[src/rtl/game_pkg.sv]
// Shared constants for the brick-breaker game-phase sequencer: phase encodings,
// life/level limits and the saturating level increment.
package game_pkg;

    localparam logic [2:0] PH_IDLE  = 3'd0;
    localparam logic [2:0] PH_LOAD  = 3'd1;
    localparam logic [2:0] PH_SERVE = 3'd2;
    localparam logic [2:0] PH_PLAY  = 3'd3;
    localparam logic [2:0] PH_MISS  = 3'd4;
    localparam logic [2:0] PH_CLEAR = 3'd5;
    localparam logic [2:0] PH_OVER  = 3'd6;

    localparam logic [2:0] LIFE_FULL = 3'b111;
    localparam logic [2:0] LIFE_LAST = 3'b100;
    localparam logic [3:0] LEVEL_MAX = 4'd15;

    function automatic logic [3:0] level_inc(input logic [3:0] lvl);
        return (lvl == LEVEL_MAX) ? lvl : lvl + 4'd1;
    endfunction

endpackage

[src/rtl/tick_div.sv]
// Modulo-N counter with enable and synchronous clear; tc_o strobes combinationally
// on an enabled cycle at count N-1 (the count then wraps to 0).
module tick_div #(
    parameter int unsigned N = 2
) (
    input  logic buttonclk,
    input  logic reset,
    input  logic en_i,
    input  logic clr_i,
    output logic tc_o
);

    localparam int unsigned W = (N > 1) ? $clog2(N) : 1;
    localparam logic [W-1:0] LAST = W'(N - 1);

    logic [W-1:0] cnt_q;
    logic [W-1:0] cnt_d;

    // Clear wins over enable, so a cleared cycle never reports terminal count.
    assign tc_o = en_i && !clr_i && (cnt_q == LAST);

    always_comb begin
        // NOTE: default assignment first so no path leaves cnt_d unassigned (no latch).
        cnt_d = cnt_q;
        if (clr_i) begin
            cnt_d = '0;
        end else if (en_i) begin
            cnt_d = (cnt_q == LAST) ? '0 : cnt_q + W'(1);
        end
    end

    // NOTE: sequential state uses non-blocking assignments only.
    always_ff @(posedge buttonclk) begin
        if (reset) begin
            cnt_q <= '0;
        end else begin
            cnt_q <= cnt_d;
        end
    end

endmodule

[src/rtl/game_phase_ctrl.sv]
// Game-phase sequencer: phase FSM, lives, level and ball/barrier/bonus tick schedule.
// Optional bonus-ball scheduler is built when BONUS_BALL_EN is defined.
module game_phase_ctrl
    import game_pkg::*;
#(
    parameter int unsigned BALL_DIV     = 3,
    parameter int unsigned BONUS_PERIOD = 50,
    parameter int unsigned RESPAWN_HOLD = 10
) (
    input  logic       buttonclk,
    input  logic       reset,
    input  logic       start,
    input  logic       throw,
    input  logic       restart,
    input  logic       show_two_row,
    input  logic       ball_lost,
    input  logic       bricks_zero,
    input  logic       bonus_done,
    output logic [2:0] phase,
    output logic       hands_on,
    output logic       load_bricks,
    output logic       two_row,
    output logic       serve_init,
    output logic       ball_step,
    output logic       barrier_shift,
    output logic       bonus_fire,
    output logic       bonus_active,
    output logic [2:0] life,
    output logic [3:0] level,
    output logic       game_over
);

    logic [2:0] phase_q, phase_d;
    logic [2:0] life_q, life_d;
    logic [3:0] level_q, level_d;
    logic       two_row_q, two_row_d;
    logic       load_bricks_q, serve_init_q, step_q, hands_on_q, game_over_q;

    logic play_run, play_stay, play_lost, play_clear;
    logic serve_throw, hold_en, hold_tc, ball_tc;
    logic entering, enter_load, miss_to_serve, over_restart;

    // start=0 freezes every non-IDLE phase, so all advance conditions include it.
    assign play_run    = (phase_q == PH_PLAY) && start;
    assign play_clear  = play_run && bricks_zero;
    assign play_lost   = play_run && !bricks_zero && ball_lost;
    assign play_stay   = play_run && !bricks_zero && !ball_lost;
    assign serve_throw = (phase_q == PH_SERVE) && start && throw;
    assign hold_en     = (phase_q == PH_MISS) && start;

    tick_div #(.N(BALL_DIV)) u_ball_div (
        .buttonclk (buttonclk),
        .reset     (reset),
        .en_i      (play_stay),
        .clr_i     (serve_throw),
        .tc_o      (ball_tc)
    );

    tick_div #(.N(RESPAWN_HOLD)) u_hold_div (
        .buttonclk (buttonclk),
        .reset     (reset),
        .en_i      (hold_en),
        .clr_i     (play_lost),
        .tc_o      (hold_tc)
    );

    always_comb begin
        phase_d = phase_q;
        case (phase_q)
            PH_IDLE:  if (start) phase_d = PH_LOAD;
            PH_LOAD:  if (start) phase_d = PH_SERVE;
            PH_SERVE: if (serve_throw) phase_d = PH_PLAY;
            PH_PLAY: begin
                if (play_clear) begin
                    phase_d = PH_CLEAR;
                end else if (play_lost) begin
                    phase_d = (life_q == LIFE_LAST) ? PH_OVER : PH_MISS;
                end
            end
            PH_MISS:  if (hold_tc) phase_d = PH_SERVE;
            PH_CLEAR: if (start) phase_d = PH_LOAD;
            PH_OVER:  if (start && restart) phase_d = PH_LOAD;
            default:  phase_d = PH_IDLE;
        endcase
    end

    assign entering      = (phase_d != phase_q);
    assign enter_load    = entering && (phase_d == PH_LOAD);
    assign miss_to_serve = (phase_q == PH_MISS) && (phase_d == PH_SERVE);
    assign over_restart  = (phase_q == PH_OVER) && enter_load;

    always_comb begin
        life_d    = life_q;
        level_d   = level_q;
        two_row_d = two_row_q;
        if (play_lost) begin
            life_d = {life_q[1:0], 1'b0};
        end else if (over_restart) begin
            life_d  = LIFE_FULL;
            level_d = '0;
        end
        if (entering && (phase_d == PH_CLEAR)) begin
            level_d = level_inc(level_q);
        end
        if ((phase_q == PH_LOAD) && start) begin
            two_row_d = show_two_row;
        end
    end

    // Pulses are registered on the transition edge so they coincide with the new phase.
    always_ff @(posedge buttonclk) begin
        if (reset) begin
            phase_q       <= PH_IDLE;
            life_q        <= LIFE_FULL;
            level_q       <= '0;
            two_row_q     <= 1'b0;
            load_bricks_q <= 1'b0;
            serve_init_q  <= 1'b0;
            step_q        <= 1'b0;
            hands_on_q    <= 1'b0;
            game_over_q   <= 1'b0;
        end else begin
            phase_q       <= phase_d;
            life_q        <= life_d;
            level_q       <= level_d;
            two_row_q     <= two_row_d;
            load_bricks_q <= enter_load;
            serve_init_q  <= enter_load || miss_to_serve;
            step_q        <= ball_tc;
            hands_on_q    <= (phase_d == PH_SERVE);
            game_over_q   <= (phase_d == PH_OVER);
        end
    end

    assign phase         = phase_q;
    assign life          = life_q;
    assign level         = level_q;
    assign two_row       = two_row_q;
    assign load_bricks   = load_bricks_q;
    assign serve_init    = serve_init_q;
    assign ball_step     = step_q;
    assign barrier_shift = step_q;
    assign hands_on      = hands_on_q;
    assign game_over     = game_over_q;

`ifdef BONUS_BALL_EN
    logic bonus_clr, bonus_en, bonus_tc;
    logic bonus_fire_q, bonus_active_q;

    // Leaving PLAY (to MISS, CLEAR or OVER) drops any bonus ball and restarts the period.
    assign bonus_clr = entering && ((phase_d == PH_MISS) || (phase_d == PH_CLEAR) ||
                                    (phase_d == PH_OVER));
    assign bonus_en  = play_stay && !bonus_active_q;

    tick_div #(.N(BONUS_PERIOD)) u_bonus_div (
        .buttonclk (buttonclk),
        .reset     (reset),
        .en_i      (bonus_en),
        .clr_i     (bonus_clr),
        .tc_o      (bonus_tc)
    );

    always_ff @(posedge buttonclk) begin
        if (reset) begin
            bonus_fire_q   <= 1'b0;
            bonus_active_q <= 1'b0;
        end else begin
            bonus_fire_q <= bonus_tc;
            if (bonus_clr) begin
                bonus_active_q <= 1'b0;
            end else if (bonus_tc) begin
                bonus_active_q <= 1'b1;
            end else if (start && bonus_done) begin
                bonus_active_q <= 1'b0;
            end
        end
    end

    assign bonus_fire   = bonus_fire_q;
    assign bonus_active = bonus_active_q;
`else
    logic unused_bonus_done;

    assign unused_bonus_done = bonus_done;
    assign bonus_fire        = 1'b0;
    assign bonus_active      = 1'b0;
`endif

endmodule
[config.mk]
export PLATFORM = sky130hd
export DESIGN_NAME = game_phase_ctrl
export DESIGN_NICKNAME = d
export VERILOG_FILES = /design/src/rtl/game_pkg.sv /design/src/rtl/tick_div.sv /design/src/rtl/game_phase_ctrl.sv
export SDC_FILE = /design/constraint.sdc
export NUM_CORES = 1
export LEC_CHECK = 0
export CORE_MARGIN = 4
export CORE_UTILIZATION = 48
export DETAILED_ROUTE_END_ITERATION = 8
export GPL_TIMING_DRIVEN = 0
export PLACE_DENSITY = 0.79
export SYNTH_ARGS = -nofsm -noshare
export SYNTH_HDL_FRONTEND = slang
export SYNTH_SLANG_ARGS = --single-unit
[constraint.sdc]
create_clock -name buttonclk -period 2.5 [get_ports buttonclk]
set_input_delay 0.375 -clock buttonclk [delete_from_list [all_inputs] [get_ports buttonclk]]
set_output_delay 0.375 -clock buttonclk [all_outputs]
set_load 0.005 [all_outputs]
Word level (Yosys, flattened, before mapping)
Cells that the tools add are included.
- muxes and demuxes: 17
- reductions and logical operators: 30
- equal/unequal tests: 17
- add/sub/neg operators: 3
- operators with widths (operator ; count):
    $mux 3 ; 9
    $mux 4 ; 5
    $eq 3x3->1 const B ; 6
    $logic_and 1x1->1 ; 18
    $pmux 3 s6 ; 1
    $eq 3x2->1 const B ; 3
    $add 4x1->4 const B ; 2
    $eq 4x4->1 const B ; 2
    $eq 3x1->1 const B ; 2
    $reduce_or 2->1 ; 3
    $logic_not 1->1 ; 4
    $mux 2 ; 2
    $ne 2x2->1 const B ; 2
    $reduce_bool 2->1 ; 2
    $logic_not 3->1 ; 1
    $ne 3x3->1 ; 1
    $reduce_and 3->1 ; 1
    $add 2x1->2 const B ; 1
    $eq 2x2->1 const B ; 1
    $logic_or 1x1->1 ; 1
- register bits after elaboration: 22
- bits of input ports: 9
- logic and storage cells: 78

Logic depth before layout (Yosys ltp)
Gate-level depths: netlist of the first run.
- word-level depth: 15
- mapped depth: 7
- depth with buffers taken out: 5

By module
A second synthesis of the first run with hierarchy kept.
- cells, all modules: 133
- area total of the unflattened synthesis: 1197.4 um^2
- modules (own cells, without submodules) (module ; cells each ; area an instance (um^2) ; instances):
    game_phase_ctrl ; 103 ; 898.4 ; 1
    tick_div (u_hold_div) ; 21 ; 200.2 ; 1
    tick_div (u_ball_div) ; 9 ; 98.8 ; 1

Least setup slack after synthesis of the first run
Ideal clock, no wire load.
- kind: register -> register
- start point: register phase_q[2], in the netlist phase[2]
- end point: register serve_init_q, in the netlist serve_init
- path buffers: 0
- setup time: 74 ps
- cell stages (with the launch flop): 6
- data required time: 2426 ps
- clock period less this slack: 1843 ps
- arrival time: 1769 ps
- slack: 657 ps
- path through: dfxtp_1 -> or3b_1 -> or4_1 -> and3_1 -> or4_1 -> o21ai_0
- cells in the longest elaborated chain, start to end: 12
- elaborated cells between the ends (all ways): 32
- ends and longest elaborated chain (what ; line ; RTL):
    from (decl) ; game_phase_ctrl.sv:33 ; logic [2:0] phase_q, phase_d;
    from (signal assigned) ; game_phase_ctrl.sv:123 ; phase_q <= phase_d;
    $eq 3x2->1 ; game_phase_ctrl.sv:44, game_phase_ctrl.sv:69 ;
    $logic_and 1x1->1 ; game_phase_ctrl.sv:44 ; assign play_run = (phase_q == PH_PLAY) && start;
    $logic_and 1x1->1 (2 in a row) ; game_phase_ctrl.sv:46 ; assign play_lost = play_run && !bricks_zero && ball_lost;
    $logic_not 1->1 ; tick_div.sv:20 ; assign tc_o = en_i && !clr_i && (cnt_q == LAST);
    $logic_and 1x1->1 (2 in a row) ; tick_div.sv:20 ;
    $mux 3 ; game_phase_ctrl.sv:80 ; PH_MISS: if (hold_tc) phase_d = PH_SERVE;
    $pmux 3 s6 ; game_phase_ctrl.sv:69 ; case (phase_q)
    $ne 3x3->1 (tied with other cells) ; game_phase_ctrl.sv:87 ; assign entering = (phase_d != phase_q);
    $logic_and 1x1->1, on equally long branches ; game_phase_ctrl.sv:88, game_phase_ctrl.sv:89 ;
    $logic_or 1x1->1 * ; game_phase_ctrl.sv:128 ; serve_init_q <= enter_load || miss_to_serve;
    to (signal assigned) ; game_phase_ctrl.sv:128 ;
    to (decl) ; game_phase_ctrl.sv:37 ; logic load_bricks_q, serve_init_q, step_q, hands_on_q, game_over_q;
Mark *: on every way between the ends. The rest lies on a longest branch, timed or not.
A chain may end at the register's enable or synchronous reset.

Worst setup path after layout of the first run
- start point: input port start
- end point: register level_q[0], in the netlist level[0]
- cells in the longest elaborated chain, start to end: 13
- elaborated cells between the ends (all ways): 30
- ends and longest elaborated chain (what ; line ; RTL):
    from (decl) ; game_phase_ctrl.sv:12 ; input logic start,
    $logic_and 1x1->1 ; game_phase_ctrl.sv:44 ;
    $logic_and 1x1->1 (2 in a row) ; game_phase_ctrl.sv:46 ;
    $logic_not 1->1 ; tick_div.sv:20 ;
    $logic_and 1x1->1 (2 in a row) ; tick_div.sv:20 ;
    $mux 3 ; game_phase_ctrl.sv:80 ;
    $pmux 3 s6 ; game_phase_ctrl.sv:69 ;
    $ne 3x3->1 / $eq 3x1->1 (equally long branches) ; game_phase_ctrl.sv:87, game_phase_ctrl.sv:88 ;
    $logic_and 1x1->1 ; game_phase_ctrl.sv:88 ; assign enter_load = entering && (phase_d == PH_LOAD);
    $logic_and 1x1->1 ; game_phase_ctrl.sv:90 ; assign over_restart = (phase_q == PH_OVER) && enter_load;
    $reduce_bool 2->1 (no line) ; -- ;
    $reduce_and 3->1 (no line) ; -- ;
    to (signal assigned) ; game_phase_ctrl.sv:125 ; level_q <= level_d;
    to (decl) ; game_phase_ctrl.sv:35 ; logic [3:0] level_q, level_d;
Several ways; a longest one is shown, not always the timed one.

==> out/qor.txt, run 1 <==
DRC: 0
Least-Margin Pin Slew: 563.2 ps
Yosys cell types: 43
# port buffers: 23
IO Pins: 28
Layout cells sized above 1: 6.024%
GR Util All Layers: 17.20%
Most frequent cells in the layout: clkdlybuf4s50_1, dfxtp_1, nand2_1, nor2_1
Layout net count: 177
Bufs and invs on worst path: 2
Synth Cell Area: 1134 µm²
Setup Fix Bufs, Post-CTS: 0
Tmin final: 2062 ps
Largest net degree at the start of global routing: 14
Number of synthesized flops with an enable pin: 0
Fin Hold WS: 438.7 ps
Core Area: 2233 µm²
Final hold vios: 0
CP Class: in -> reg
Seq cells post-synth: 22
Post-DR wirelength/cell: 13.27 µm
CTS Buf Count: 3
Post-synth ARST share: 0%
FP Rows: 17
Total number of vias: 1112
Die width: 56.60 µm
Worst hold path class: in -> reg
Crit-path leading delay family: buffers and inverters
TritonRoute pass-1 iters: 4
CP Capture Type: flip-flop
Fin Setup TNS: 0 ps
GRT overflow: 0
Syn Inst Count: 138
CTS HTree Levels: 1
Crit-path cells: clkdlybuf4s50_1 -> buf_1 -> nor2b_1 -> and3_1 -> a21boi_0 -> a21oi_1 -> nor2_1
Warnings from Yosys: 0
Setup Viol. Count Final: 0
CP required: 2700 ps
Initial antenna violation count: 0
1st-iter DRT viols: 35
RSZ-0062 raised after global routing: no
Pleak: 0.5233 nW
Routability cong.: 0.8752
PD cells: 524.1 nW/µm²
Max-cap violations: 0
Final wirelength: 2.575 mm
VDD IR max: 325.0 µV
Clock Skews: 1.572 ps
Syn_area_per_cell: 8.214 µm²
Maximum clock path buffer count: 2
Root Buffer: clkbuf_4
Final HPWL DP: 1.871 mm
Worst path max stage delay: 520 ps
DIE HEIGHT: 56.60 µm
Area delta synth->final: 28.37%
CP max-delay cell: clkdlybuf4s50_1
Vias in the first global route: 1046
Status: finished, final reports clean
Tcrit/Tclk final: 82.47%
CTS tree: yes
First-pass GRT wire length: 4.485 mm
ANT cells: 0
Crit path DAT: 2260 ps
Post-cts resize count: 0
Die area: 3203 µm²
Detail Route Antenna Nets: 0
CTS hold repair buffers: 0
Critical path fanouts, max: 10
Critical path launch point type: primary input
Most common cell after layout, fill and taps aside: clkdlybuf4s50_1
Top_reg_cell synth: dfxtp_1
DR vias/cell: 5.732
Fmax: 0.4850 GHz
Initial Utilization: 50.76%
CTS Sinks: 22
Worst skew pair latency: 310 ps
Worst-path clk slew: 130 ps
Relative slew slack: 61.94%
Sequential area share after synthesis: 38.85%
Slew Viols, Final: 0
-- Yosys cell counts (2+ instances only) --
cell type   n  area share (%)
xnor2_1     2             1.5
nand4_1     2             1.1
or4_1       2             1.3
buf_4       3             2.0
a211oi_1    3             2.0
o211ai_1    2             1.3
dfxtp_1    22              39
inv_1       2            0.66
nor2b_1     6             3.3
o21ai_0     4             1.8
nor3b_1     5             3.3
o22ai_1     3             1.7
a21oi_1     7             3.1
nor3_1      5             2.2
clkbuf_1    4             1.3
xor2_1      3             2.3
nand2b_1    7             3.9
nand3b_1    2             1.3
nand2_1    12             4.0
buf_2       2            0.88
and3_1      3             1.7
nor4_1      2             1.1
nand3_1     7             3.1
nor2_1      9             3.0
-- logic make-up after synthesis --
group | Yosys count | synth area share (%)
multiplexers | 1 | 0.8830
AND/OR/NAND/NOR | 67 | 32.78
adder cells (fa/ha/maj) | 1 | 1.104
flip-flops | 22 | 38.85
buffers and inverters | 12 | 5.187
other | 1 | 0.3308
AO/OA/AOI/OAI | 29 | 17.00
XOR/XNOR | 5 | 3.864
-- metrics by stage --
step	std cells	power (mW)	worst slack [ps]	util (%)	cell area [µm²]
after CTS	194	0.7655	441.3	65.15	1455
after global routing	194	0.7922	230.4	65.15	1455
after detailed placement	190	0.4952	138.9	62.80	1403
after floorplan	139	0.4453	656.8	-	1137
after global placement	190	0.4931	151.7	62.80	1403
final	194	0.7627	438.4	65.15	1455
-- final cells by class --
type / instances / area (µm²)
repair buffers: 23 / 230.2
clock buffers: 3 / 22.52
flip-flops and latches: 22 / 440.4
multi-input cells: 105 / 638.1
well taps: 28 / 35.03
clock inverters: 1 / 30.03
inverters: 2 / 7.507
fillers: 192 / 778.2
plain buffers: 10 / 51.30
-- where the power goes --
group / switching (mW) / internal (mW)
Clock: 0.111 / 0.162
Sequential: 0.00714 / 0.363
Combinational: 0.0589 / 0.0607
-- metal layers --
metal | vias up | track usage [%] | share of wire, %
met3 | 9 | 3.218 | 5.1
met1 | 517 | 20.90 | 43
met4 | 0 | 7.119 | 2.8
met5 | - | 0 | 0
li1 | 546 | - | -
met2 | 40 | 29.37 | 49
-- registers in the layout (all words and copies together) (netlist names) --
name and cells:
serve_init 1, life 3, u_hold_div.cnt_q 4, phase 3
hands_on 1, game_over 1, two_row 1, level 4
load_bricks 1, ball_step 1, u_ball_div.cnt_q 2
-- path summary, 6_finish.rpt --
| check | start | end | slack [ps] | cells past startpoint |
|---|---|---|---|---|
| max reg2reg | phase[0]$_SDFF_PP0_ | serve_init$_SDFF_PP0_ | 490 | 7 |
| min reg2reg | u_ball_div.cnt_q[1]$_SDFFE_PP0P_ | ball_step$_SDFF_PP0_ | 480 | 2 |
| min | reset | phase[2]$_SDFF_PP0_ | 440 | 2 |
| max | start | level[0]$_SDFFE_PP0P_ | 440 | 7 |
No activity file was read; power rests on OpenSTA's default activity.
==> inputs of run 2 (changes only) <==
clock period = 2.07 ns   (was 2.5 ns; I/O delays follow)
==> run 2 against run 1 <==
Non-clock buffer count decreased by 1. Setup slack lost 310 ps. Global-route usage stayed put. Combinational power rose by 21%. Largest power group unchanged. Sequential power rose by 21%. Routed wire length is 1.1% lower.
==> out/qor.txt, run 2 (synthesis results as in run 1) <==
Clock Skews: 3.479 ps (+1.907 ps)
RR Endpoint: serve_init$_SDFF_PP0_
VDD IR max: 393.7 µV (+21%)
Max-cap violations: 0 (unchanged)
Routability cong.: 0.8752 (unchanged)
Relative slew slack: 60.29% (-1.7 points)
FP Rows: 17 (unchanged)
FF-to-FF Start: phase[2]$_SDFF_PP0_
DIE HEIGHT: 56.60 µm (unchanged)
CP startpoint: phase[2]$_SDFF_PP0_
Largest net degree at the start of global routing: 14 (unchanged)
CTS hold repair buffers: 0 (unchanged)
Clock group share of total power: 35.6% (-0.2 points)
R2R setup slack: 130 ps (-360 ps)
PD cells: 630.8 nW/µm² (+20%)
Maximum clock path buffer count: 2 (unchanged)
Final hold vios: 0 (unchanged)
Tot Pwr: 0.9194 mW (+21%)
P_sw: 0.2115 mW (+19%)
Die area: 3203 µm² (unchanged)
Core Area: 2233 µm² (unchanged)
CP Class: reg -> reg
GR Util All Layers: 17.20% (unchanged)
Status: finished, final reports clean
Fmax: 0.5149 GHz
Comb pwr share: 15.8% (about the same)
Initial Utilization: 50.76% (unchanged)
CTS Sinks: 22 (unchanged)
Least-Margin Pin Slew: 588.3 ps (+25.10 ps)
CP required: 2310 ps (-390 ps)
Worst skew pair latency: 300 ps (about the same)
Critical path fanouts, max: 6 (-4)
Multi-input logic area: 640.6 µm² (+0.39%)
Layout net count: 176 (-0.56%)
ANT cells: 0 (unchanged)
Critical path launch point type: flip-flop
Worst-path clk slew: 130 ps (about the same)
TritonRoute pass-1 iters: 4 (unchanged)
Layout cells sized above 1: 8.485% (+2.5 points)
CTS Buf Count: 3 (unchanged)
Worst hold path class: in -> reg
Final HPWL DP: 1.871 mm (unchanged)
R2R depth: 5 (-2)
Sequential share of power: 48.6% (about the same)
Die width: 56.60 µm (unchanged)
CTS HTree Levels: 1 (unchanged)
Root Buffer: clkbuf_4
Reg area: 441.7 µm² (+0.28%)
HP Start: reset
Tcrit/Tclk final: 93.83%
Area delta synth->final: 28.59%
Post-DR wirelength/cell: 13.19 µm (-0.61%)
CTS tree: yes
Most frequent cells in the layout: clkdlybuf4s50_1, dfxtp_1, nand2_1, nor2_1
Setup Fix Bufs, Post-CTS: 0 (unchanged)
Most common cell after layout, fill and taps aside: clkdlybuf4s50_1
Crit path DAT: 2190 ps (-70 ps)
CP Capture Type: flip-flop
Detail Route Antenna Nets: 0 (unchanged)
Internal power: 0.7079 mW (+21%)
Initial antenna violation count: 0 (unchanged)
Setup crit end: serve_init$_SDFF_PP0_
First-pass GRT wire length: 4.485 mm (unchanged)
Fillers: 190 (-1.0%)
Final wirelength: 2.546 mm (-1.1%)
GRT overflow: 0 (unchanged)
1st-iter DRT viols: 30 (-14%)
Pleak: 0.5301 nW (+1.3%)
DR vias/cell: 5.746 (+0.25%)
IO Pins: 28 (unchanged)
# port buffers: 23 (unchanged)
Setup Viol. Count Final: 0 (unchanged)
Fin Hold WS: 376.0 ps (-62.73 ps)
Sw Ratio: 23.01% (-0.25 points)
RSZ-0062 raised after global routing: no
Tmin final: 1942 ps
DRC: 0 (unchanged)
Total number of vias: 1109 (-0.27%)
Slew Viols, Final: 0 (unchanged)
Vias in the first global route: 1046 (unchanged)
run 2: final cells by class:
| cell class | count | share of cell area [%] |
|---|---|---|
| clock inverters | 1 | 2.060 |
| multi-input cells | 105 | 43.95 |
| flip-flops and latches | 22 | 30.30 |
| clock buffers | 3 | 1.545 |
| plain buffers | 9 | 3.433 |
| well taps | 28 | 2.403 |
| inverters | 2 | 0.5150 |
| repair buffers | 23 | 15.79 |
run 2: worst min path at each step:
stage	end	slack [ps]	cells after the start
2_1_floorplan	ball_step$_SDFF_PP0_	440	2
3_3_place_gp	ball_step$_SDFF_PP0_	460	2
3_5_place_dp	ball_step$_SDFF_PP0_	460	2
4_1_cts	phase[2]$_SDFF_PP0_	370	2
5_1_grt	phase[2]$_SDFF_PP0_	430	2
6_report	phase[2]$_SDFF_PP0_	380	2
run 2: stage by stage:
stage                     setup slack [ps]  util (%)  setup TNS, ps  instances  instance area, µm²
after floorplan                      226.8         -              0        139                1137
after global placement              -213.8     62.80         -887.5        190                1403
after detailed placement            -226.6     62.80          -1125        190                1403
after CTS                            75.80     65.15              0        194                1455
after global routing                 28.70     65.27              0        193                1458
final                                127.7     65.27              0        193                1458
run 2: repair_timing:
action                                  in CTS  in global routing
endpoints found under the setup margin       0                  7
endpoints found under the hold margin        0                  0
gates resized for setup                      0                  5
run 2: power groups by stage:
stage / logic, mW / clock network (mW) / registers [mW]
floorplan: 0.0813 / 0 / 0.457
global placement: 0.140 / 0 / 0.455
detailed placement: 0.142 / 0 / 0.456
CTS: 0.143 / 0.334 / 0.447
global route: 0.159 / 0.350 / 0.449
finish: 0.145 / 0.328 / 0.447
run 2: layer usage:
metal  part of all wire (%)  vias to the layer above  track usage, %  wire length, µm
met1                     44                      519           20.90             1115
met4                    2.6                        0           7.119               67
met3                    4.9                        9           3.218              125
met5                      0                        -               0                0
met2                     49                       36           29.37             1238
li1                       -                      545               -                -
run 2: worst max-delay path, cell delays in order (launching register included):
cell and delay, ps:
dfxtp_2 400, or3b_1 380, or4_1 440, and3_1 210, or4_1 380, o21ai_0 70
